<file path="config.mk">
export PLATFORM = sky130hd
export DESIGN_NAME = int_arbiter
export DESIGN_NICKNAME = d
export VERILOG_FILES = /design/src/rtl/int_arb_pkg.sv /design/src/rtl/int_arbiter_edge_sync.sv /design/src/rtl/int_arbiter.sv
export SDC_FILE = /design/constraint.sdc
export NUM_CORES = 1
export LEC_CHECK = 0
export CAP_MARGIN = 20
export CORE_ASPECT_RATIO = 1.4
export CORE_UTILIZATION = 50
export CTS_BUF_LIST = sky130_fd_sc_hd__clkbuf_2 sky130_fd_sc_hd__clkbuf_4 sky130_fd_sc_hd__clkbuf_8
export DETAILED_ROUTE_END_ITERATION = 8
export PLACE_DENSITY = 0.84
export SLEW_MARGIN = 0
export SYNTH_ARGS = -nofsm -noshare
export SYNTH_HDL_FRONTEND = slang
export SYNTH_SLANG_ARGS = --single-unit
</file>
<file path="constraint.sdc">
create_clock -name clk -period 1.73 [get_ports clk]
set_input_delay 0.519 -clock clk [delete_from_list [all_inputs] [get_ports clk]]
set_output_delay 0.519 -clock clk [all_outputs]
set_load 0.02 [all_outputs]
</file>
<file path="src/rtl/int_arb_pkg.sv">
// -----------------------------------------------------------------------------
// int_arb_pkg
//   Shared types and helpers for the interrupt arbiter.
//   - arb_state_e : arbiter FSM states (IDLE, ASSERT, SERVICE)
//   - SYNC_STAGES : metastability flops in front of the edge detector
//   - lowest_id   : index of the lowest set bit of a 32-bit vector
// -----------------------------------------------------------------------------
package int_arb_pkg;

    typedef enum logic [1:0] {
        IDLE    = 2'd0,
        ASSERT  = 2'd1,
        SERVICE = 2'd2
    } arb_state_e;

    localparam int SYNC_STAGES = 2;

    // Scans from the top down so that the last hit kept is the lowest index.
    // Returns 0 for an all-zero vector; callers only use it when some bit is set.
    function automatic logic [4:0] lowest_id(input logic [31:0] vec);
        logic [4:0] id;
        id = 5'd0;
        for (int i = 31; i >= 0; i--) begin
            id = vec[i] ? 5'(i) : id;
        end
        return id;
    endfunction

endpackage

</file>
<file path="src/rtl/int_arbiter_edge_sync.sv">
// -----------------------------------------------------------------------------
// int_edge_sync
//   Synchroniser plus rising-edge detector for one asynchronous level input.
//   A rise first sampled at edge k produces a one-cycle d_edge pulse between
//   edges k+1 and k+2.
// Ports
//   clk    : core clock
//   rst    : synchronous active-high reset
//   d      : asynchronous level input
//   d_edge : one-cycle pulse on a synchronised 0->1 transition
//            ('edge' is a reserved word, hence the name)
// -----------------------------------------------------------------------------
module int_edge_sync
    import int_arb_pkg::*;
(
    input  logic clk,
    input  logic rst,
    input  logic d,
    output logic d_edge
);

    logic [SYNC_STAGES-1:0] sync_r;
    logic                   prev_r;

    // Synchroniser chain followed by the previous-value flop for edge detection.
    always_ff @(posedge clk) begin
        if (rst) begin
            sync_r <= {SYNC_STAGES{1'b0}};
            prev_r <= 1'b0;
        end else begin
            sync_r <= {sync_r[SYNC_STAGES-2:0], d};
            prev_r <= sync_r[SYNC_STAGES-1];
        end
    end

    assign d_edge = sync_r[SYNC_STAGES-1] & ~prev_r;

endmodule

</file>
<file path="src/rtl/int_arbiter.sv">
// -----------------------------------------------------------------------------
// int_arbiter
//   Multi-source interrupt arbiter driving the CPU global interrupt line.
//   Each source is synchronised and edge-detected, latched as pending, and
//   the enabled pending sources are arbitrated on a claim. A claim/complete
//   handshake tells the handler which source fired and holds g_interrupt low
//   until the handler signals completion of that same id.
//
//   Build option INT_ARB_RR_EN:
//     defined   - round-robin search starting after the last granted id
//     undefined - fixed priority, lowest index wins (no pointer register)
//
// Ports
//   clk          : core clock
//   rst          : synchronous active-high reset
//   int_src      : raw asynchronous level interrupt inputs
//   int_en       : per-source enable mask
//   csr_meie     : machine external interrupt enable
//   claim_req    : one-cycle claim read pulse
//   claim_ack    : one-cycle pulse, one cycle after every claim_req
//   claim_valid  : 1 when claim_id holds a freshly granted source
//   claim_id     : granted source id, held until the next grant
//   complete_req : one-cycle completion write pulse
//   complete_id  : id written with complete_req
//   g_interrupt  : registered interrupt request to the core
//   pending      : pending bits (status)
// -----------------------------------------------------------------------------
module int_arbiter
    import int_arb_pkg::*;
#(
    parameter int NUM_SRC = 8,
    parameter int ID_W    = $clog2(NUM_SRC)
) (
    input  logic               clk,
    input  logic               rst,
    input  logic [NUM_SRC-1:0] int_src,
    input  logic [NUM_SRC-1:0] int_en,
    input  logic               csr_meie,
    input  logic               claim_req,
    output logic               claim_ack,
    output logic               claim_valid,
    output logic [ID_W-1:0]    claim_id,
    input  logic               complete_req,
    input  logic [ID_W-1:0]    complete_id,
    output logic               g_interrupt,
    output logic [NUM_SRC-1:0] pending
);

    arb_state_e         state_r;
    arb_state_e         state_nxt_s;
    logic               g_int_r;
    logic               g_nxt_s;
    logic               claim_ack_r;
    logic               claim_valid_r;
    logic [ID_W-1:0]    claim_id_r;
    logic [NUM_SRC-1:0] pending_r;
    logic [NUM_SRC-1:0] edge_vec_s;
    logic [NUM_SRC-1:0] eligible_s;
    logic [NUM_SRC-1:0] clr_mask_s;
    logic [ID_W-1:0]    winner_s;
    logic               grant_s;

    genvar gi;
    generate
        for (gi = 0; gi < NUM_SRC; gi++) begin : g_sync
            int_edge_sync u_sync (
                .clk    (clk),
                .rst    (rst),
                .d      (int_src[gi]),
                .d_edge (edge_vec_s[gi])
            );
        end
    endgenerate

    assign eligible_s = csr_meie ? (pending_r & int_en) : {NUM_SRC{1'b0}};

`ifdef INT_ARB_RR_EN
    logic [ID_W-1:0] last_r;
    logic            rr_found_s;

    // Round-robin pick: first eligible id after the last grant, wrapping to 0.
    always_comb begin
        winner_s   = {ID_W{1'b0}};
        rr_found_s = 1'b0;
        for (int i = 1; i <= NUM_SRC; i++) begin
            int idx;
            idx        = (int'(last_r) + i) % NUM_SRC;
            winner_s   = (!rr_found_s && eligible_s[idx]) ? ID_W'(idx) : winner_s;
            rr_found_s = rr_found_s | eligible_s[idx];
        end
    end

    // Pointer moves only on a valid grant.
    always_ff @(posedge clk) begin
        if (rst) begin
            last_r <= {ID_W{1'b0}};
        end else if (grant_s) begin
            last_r <= winner_s;
        end else begin
            last_r <= last_r;
        end
    end
`else
    logic [31:0] elig32_s;

    // Fixed-priority pick: the lowest eligible index.
    always_comb begin
        elig32_s              = 32'd0;
        elig32_s[NUM_SRC-1:0] = eligible_s;
        winner_s              = ID_W'(lowest_id(elig32_s));
    end
`endif

    // Next-state and next-output logic of the arbiter FSM.
    always_comb begin
        state_nxt_s = state_r;
        g_nxt_s     = g_int_r;
        grant_s     = 1'b0;
        case (state_r)
            IDLE: begin
                if (|eligible_s) begin
                    state_nxt_s = ASSERT;
                    g_nxt_s     = 1'b1;
                end else begin
                    g_nxt_s     = 1'b0;
                end
            end
            ASSERT: begin
                // Losing all eligible sources wins over a simultaneous claim:
                // there is nothing to grant, so the claim returns valid=0.
                if (!(|eligible_s)) begin
                    state_nxt_s = IDLE;
                    g_nxt_s     = 1'b0;
                end else if (claim_req) begin
                    grant_s     = 1'b1;
                    state_nxt_s = SERVICE;
                    g_nxt_s     = 1'b0;
                end else begin
                    g_nxt_s     = 1'b1;
                end
            end
            SERVICE: begin
                g_nxt_s = 1'b0;
                if (complete_req && (complete_id == claim_id_r)) begin
                    state_nxt_s = IDLE;
                end else begin
                    state_nxt_s = SERVICE;
                end
            end
            default: begin
                state_nxt_s = IDLE;
                g_nxt_s     = 1'b0;
            end
        endcase
    end

    // One-hot clear for the granted source.
    always_comb begin
        clr_mask_s           = {NUM_SRC{1'b0}};
        clr_mask_s[winner_s] = grant_s;
    end

    // State, handshake outputs and pending bits; a new edge overrides a grant clear.
    always_ff @(posedge clk) begin
        if (rst) begin
            state_r       <= IDLE;
            g_int_r       <= 1'b0;
            claim_ack_r   <= 1'b0;
            claim_valid_r <= 1'b0;
            claim_id_r    <= {ID_W{1'b0}};
            pending_r     <= {NUM_SRC{1'b0}};
        end else begin
            state_r       <= state_nxt_s;
            g_int_r       <= g_nxt_s;
            claim_ack_r   <= claim_req;
            claim_valid_r <= grant_s;
            claim_id_r    <= grant_s ? winner_s : claim_id_r;
            pending_r     <= (pending_r & ~clr_mask_s) | edge_vec_s;
        end
    end

    assign g_interrupt = g_int_r;
    assign claim_ack   = claim_ack_r;
    assign claim_valid = claim_valid_r;
    assign claim_id    = claim_id_r;
    assign pending     = pending_r;

endmodule

</file>
Word level (Yosys, flattened, before mapping)
Cells that the tools add are included.
{"block": "totals", "regBits": 40, "latchBits": 0, "ramBits": 0, "mem_bits_ro": 0, "input_bits": 24, "output_inout_bits": 14, "n_memories": 0}
{"block": "op_classes", "n_addsub": 0, "multipliers": 0, "div": 0, "order_cmp": 2, "eq_ne": 5, "n_shift": 0, "n_mux": 23, "bitwise_logic": 21, "n_reduce_logical": 5}
{"cell": "AND 8 bit", "n": 3}
{"cell": "2-to-1 mux 3 bit", "n": 8}
{"cell": "AND 1 bit", "n": 8}
{"cell": "2-to-1 mux 2 bit", "n": 4}
{"cell": "2-to-1 mux 8 bit", "n": 1}
{"cell": "inverter 1 bit", "n": 8}
{"cell": "inverter 8 bit", "n": 1}
{"cell": "OR 8 bit", "n": 1}
{"cell": "OR reduction 8 bit", "n": 1}
{"cell": "2-to-1 mux 1 bit", "n": 7}
{"cell": "one-hot mux 2 bit (3 select lines)", "n": 1}
{"cell": "< comparator 3 x 4 -> 1 bit (second input constant)", "n": 1}
{"cell": "demux 1 bit (select 3 bit)", "n": 1}
{"cell": "equality test 3 bit", "n": 1}
{"cell": ">= comparator 3 x 1 -> 1 bit (second input constant)", "n": 1}
{"cell": "!= test 3 bit (second input constant)", "n": 1}
{"cell": "equality test 2 x 1 -> 1 bit (second input constant)", "n": 1}
{"cell": "equality test 2 bit (second input constant)", "n": 1}
{"cell": "logical AND 1 bit", "n": 2}
{"cell": "logical NOT 2 bit", "n": 1}
{"cell": "!= test 2 bit (second input constant)", "n": 1}
{"cell": "one-hot mux 1 bit (2 select lines)", "n": 1}
{"cell": "AND reduction 2 bit", "n": 1}

Depth between registers and ports, before layout
{"block": "logic_depth", "depth_word": 18, "ltp_mapped": 4}

Modules after synthesis
A second synthesis with hierarchy kept.
{"block": "hier_totals", "hier_cells": 150, "hier_area_um2": 1545.2}
{"mod": "int_arbiter", "instances": 1, "cells_each": 94, "area_per_inst_um2": 844.6, "seq_area_each_um2": 320.3}
{"mod": "int_edge_sync", "instances": 8, "cells_each": 7, "area_per_inst_um2": 87.6, "seq_area_each_um2": 60.1}

Worst setup path after synthesis
Ideal clock, no wire load.
{"block": "synth_path", "path_kind": "input to register", "start": "input int_en[0]", "end": "register pending_r[7] (netlist: pending[7])", "setup_ps": 137, "arrival_ps": 1241, "required_time_ps": 1593, "setup_slack_ps": 353, "path_stages": 4, "n_path_buf": 0, "cell_sequence": "a22oi_4 nand2_4 nor4_1 a211oi_1"}
{"block": "synth_between", "elab_chain_cells": 11, "word_cells_on_any_way": 15}
{"item": "start, declared", "line_no": "int_arbiter.sv:37", "source": "input logic [NUM_SRC-1:0] int_en,"}
{"item": "AND 8 bit *", "line_no": "int_arbiter.sv:75", "source": "assign eligible_s = csr_meie ? (pending_r & int_en) : {NUM_SRC{1'b0}};"}
{"item": "2-to-1 mux 8 bit *", "line_no": "int_arbiter.sv:75"}
{"item": "2-to-1 mux 3 bit", "line_no": "int_arb_pkg.sv:24", "source": "id = vec[i] ? 5'(i) : id;"}
{"item": "< comparator 3 x 4 -> 1 bit (implied by the code) / >= comparator 3 x 1 -> 1 bit (equally long branches)", "line_no": "int_arbiter.sv:160", "source": "clr_mask_s[winner_s] = grant_s;"}
{"item": "logical AND 1 bit (implied by the code)", "line_no": "int_arbiter.sv:160"}
{"item": "2-to-1 mux 1 bit (implied by the code)", "line_no": "int_arbiter.sv:160"}
{"item": "demux 1 bit (select 3 bit)", "line_no": "int_arbiter.sv:160"}
{"item": "AND 8 bit (no source line) *"}
{"item": "inverter 8 bit *", "line_no": "int_arbiter.sv:178", "source": "pending_r <= (pending_r & ~clr_mask_s) | edge_vec_s;"}
{"item": "AND 8 bit *", "line_no": "int_arbiter.sv:178"}
{"item": "OR 8 bit *", "line_no": "int_arbiter.sv:178"}
{"item": "end signal, assigned", "line_no": "int_arbiter.sv:171", "source": "pending_r <= {NUM_SRC{1'b0}};"}
{"item": "end signal, assigned", "line_no": "int_arbiter.sv:178"}
{"item": "end, declared", "line_no": "int_arbiter.sv:56", "source": "logic [NUM_SRC-1:0] pending_r;"}
Mark *: on every way between the ends. The rest lies on a longest branch, timed or not.
A chain may end at the register's enable or synchronous reset.

Final worst setup path
{"block": "layout_path", "start": "input int_en[7]", "end": "register pending_r[7] (netlist: pending[7])"}
{"block": "layout_between", "elab_chain_cells": 18, "word_cells_on_any_way": 22}
{"item": "AND 8 bit *", "line_no": "int_arbiter.sv:75"}
{"item": "2-to-1 mux 8 bit *", "line_no": "int_arbiter.sv:75"}
{"item": "2-to-1 mux 3 bit (8 in series)", "line_no": "int_arb_pkg.sv:24"}
{"item": "< comparator 3 x 4 -> 1 bit (implied by the code) / >= comparator 3 x 1 -> 1 bit (equally long branches)", "line_no": "int_arbiter.sv:160"}
{"item": "logical AND 1 bit (implied by the code)", "line_no": "int_arbiter.sv:160"}
{"item": "2-to-1 mux 1 bit (implied by the code)", "line_no": "int_arbiter.sv:160"}
{"item": "demux 1 bit (select 3 bit)", "line_no": "int_arbiter.sv:160"}
{"item": "AND 8 bit (no source line) *"}
{"item": "inverter 8 bit *", "line_no": "int_arbiter.sv:178"}
{"item": "AND 8 bit *", "line_no": "int_arbiter.sv:178"}
{"item": "OR 8 bit *", "line_no": "int_arbiter.sv:178"}
Marked as above.

==> metrics.md <==
| Metric | Value |
|---|---|
| Via count | around 1300 |
| Die height | 67.5 um |
| Wire per inst | 16.1 um |
| Die ar. | about 3300 um^2 |
| Pwr/cell area | 942 nW/um^2 |
| Synth Net Count | 169 |
| Clk root buf | clkbuf_8 |
| Hold WS | roughly 440 ps |
| Sequential share of the synthesized area | 52.2% |
| CP Launch Type | input port |
| Num CTS Buffers | 5 |
| Syn_area_per_cell | 10.6 um^2 |
| Post-synthesis mux area share | 0% |
| Clock network power share | 41.3% |
| Post-Synthesis Cells | 145 |
| Antenna-violating nets left | 0 |
| Final critical-path required period | 1670 ps |
| Highest clock rate | 0.601 GHz |
| Status | finished clean |
| Drt initial violations | 13 |
| H-tree depth | 2 |
| # setup viols final | 0 |
| CTS clock-pin slew for the worst setup and hold paths | 70 ps |
| Post-Synth Simple-Gate Area | 27.5% |
| Synth Flop Type | dfxtp_1 |
| Pin slew with the least headroom to its limit | 335 ps |
| 1st-pass router iterations | 4 |
| Period utilization | 96.2% |
| Clock Skew | between 8 and 9 ps |
| WP data arrival | 1820 ps |
| Final Max Slew Viols | 0 |
| Leak | 0.970 nW |
| Largest family of logic cells by synthesized area | simple AND/OR/NAND/NOR gates |
| CP Capture Type | flop |
| Number of enable flip-flop cells after synthesis | 0 |
| Inserted Diodes | 0 |
| Worst Path Max Fanout | 3 |
| Yosys top cell area share | about 52% |
| Total power | 0.00213 W |
| DP HPWL | 2780 um |
| Ys Warns | 0 |
| Routability congestion estimate | 0.846 |
| Fillers | 211 |
| Synth Area in Compound Gates | 17.4% |
| Register share of total power | 46.0% |
| Worst vdd ir | 0.698 mV |
| Logic pwr share | between 10% and 20% |
| Net Switching | 0.000469 W |
| First-pass GRT wire length | 5730 um |
| Max Cap Violations | 0 |
| Share of cells above drive strength 1 | 21.3% |
| Xor/xnor share of the synthesized area | 1.71% |
| Hold Crit Class | flop to flop |
| Largest area contributor in the netlist | dfxtp_1 |
| CTS tree | done |
| Switching portion of total power | a little over a fifth |
| Clk buf depth | 2 |
| Core Util, Final | 78.7% |
| Clock Sinks | 40 |
| Slew Limit Headroom | between 70% and 80% |
| DRC viols | 0 |
| Crit path required time | 1890 ps |
| Grt total ovfl | 0 |
| Internal Power | 0.00166 W |
| Number of port buffers | 37 |
| Total core area | 2880 um^2 |
| Vias per cell | 5.50 |
| Initial antenna violation count | 0 |
| Initial Utilization | a little over half |
| Synth async-reset ratio | 0% |
| Layout Nets | roughly 230 |
| Synth cell types | 33 |
| Critical path class | input port to flop |
| Layout area overhead | 47.7% |
| Adder-cell share of the synthesized area | 0% |
| Cts hold-fix bufs | 0 |
| Setup TNS | 0 ps |
| Clk_lat worst skew | 290 ps |
| Total Wirelength | about 3900 um |
| I/O pins | 38 |
| Die width | 48.8 um |
| Hold Vio Cnt, Final | 0 |
| Placed Cells | 234 |
| Synth area leaders | dfxtp_1, nor2b_1, a22oi_4 |
| GRT Util Overall | 24.3% |
| FP Rows | 23 |
| FF+latch count, synth | 40 |
| Vias in the first global route | approximately 1300 |
| Non-filler instance count after layout | between 200 and 250 |
| Pin count of the biggest net entering global routing | 28 |
| Synth Cell Area | 1530 um^2 |
[final timing paths]
path	start	cells past startpoint	slack, ps	end
worst max-delay path	int_en[7]	5	60	pending[7]
worst min-delay path	g_sync[4].u_sync.sync_r[0]	1	440	g_sync[4].u_sync.sync_r[1]
worst max register to register	pending[5]	6	340	state_r[1]
worst min register to register	g_sync[4].u_sync.sync_r[0]	1	440	g_sync[4].u_sync.sync_r[1]
[sequential cells by signal, indices dropped and copies added, names as in the netlist]
name,count
g_sync.u_sync.sync_r,16
g_sync.u_sync.prev_r,8
pending,8
claim_id,3
state_r,2
claim_ack,1
claim_valid,1
g_interrupt,1
[power by group through the flow]
stage	sequential [W]	combinational (W)	clock, W
floorplan	0.00101	0.000101	0
global placement	0.000999	0.000253	0
detailed placement	0.00100	0.000260	0
CTS	0.000980	0.000253	0.000890
global route	0.000984	0.000290	0.000929
finish	0.000981	0.000272	0.000881
[final cells by class]
| class | count | area (um^2) | area share (%) |
|---|---|---|---|
| Clock inverter | 2 | 60.1 | 2.65 |
| Inverter | 2 | 7.51 | 0.331 |
| Sequential cell | 40 | 801 | 35.3 |
| Multi-Input combinational cell | 100 | 763 | 33.7 |
| Timing Repair Buffer | 58 | 519 | 22.9 |
| Clock buffer | 5 | 68.8 | 3.04 |
| Tap cell | 37 | 46.3 | 2.04 |
[routing by layer]
metal	track usage [%]	up-vias	part of all wire [%]
met5	0	-	0
met4	20.2	0	6.2
met3	4.28	20	3.7
met2	48.6	54	55
met1	20.7	634	35
li1	-	634	-
[worst max-delay path, cell delays in order]
cell,delay [ps]
clkdlybuf4s50_1,540
a22o_1,210
nand2_1,120
nor4_4,290
a211oi_2,140
[kinds of logic after synthesis]
logic type | after synthesis
simple gates | 66
buf+inv | 5
compound gates | 31
xor+xnor | 3
flops | 40
[cell usage in the layout (no fill, tap or decap), drive strengths merged]
| master | n |
|---|---|
| dfxtp | 40 |
| nor2b | 33 |
| clkdlybuf4s50 | 21 |
| buf | 21 |
| dlygate4sd2 | 13 |
| nand2 | 8 |
| a21oi | 8 |
| o21ai | 6 |
| clkbuf | 5 |
| nor3 | 5 |
| nand2b | 4 |
| nor4b | 4 |
| nand4 | 4 |
| nor2 | 4 |
| a22oi | 4 |
| a22o | 3 |
| xnor2 | 3 |
| dlymetal6s2s | 3 |
| inv | 2 |
| a311oi | 2 |
| a211oi | 2 |
| bufinv | 2 |
| a31oi | 2 |
| nor4 | 2 |
| nand4b | 1 |
| a41oi | 1 |
| and2 | 1 |
| o211ai | 1 |
| a41o | 1 |
| a21o | 1 |
[metrics by stage]
step | setup WS, ps | area (um^2)
2_1_floorplan | 353 | 1530
3_3_place_gp | -204 | 2070
3_5_place_dp | -248 | 2070
4_1_cts | 0.176 | 2190
5_1_grt | -14.7 | 2270
6_report | 64.9 | 2270
[what timing repair did]
item                       CTS  global route
setup buffers                0             3
gates resized for setup     13            10
pin swaps                    0             6
setup endpoints to repair   13             5
[cell usage after synthesis (2+ instances only)]
| cell | number |
|---|---|
| dfxtp_1 | 40 |
| nand4_1 | 4 |
| inv_1 | 2 |
| nor2b_1 | 33 |
| nor4_1 | 2 |
| nor2_1 | 4 |
| nand2b_1 | 4 |
| clkbuf_1 | 3 |
| nand2_1 | 7 |
| a22o_1 | 3 |
| xnor2_1 | 3 |
| a21oi_1 | 7 |
| nor3_1 | 3 |
| o21ai_0 | 6 |
| nor4b_1 | 4 |
| nor3_2 | 2 |
| a22oi_4 | 2 |
(Power assumes the default switching activity.)
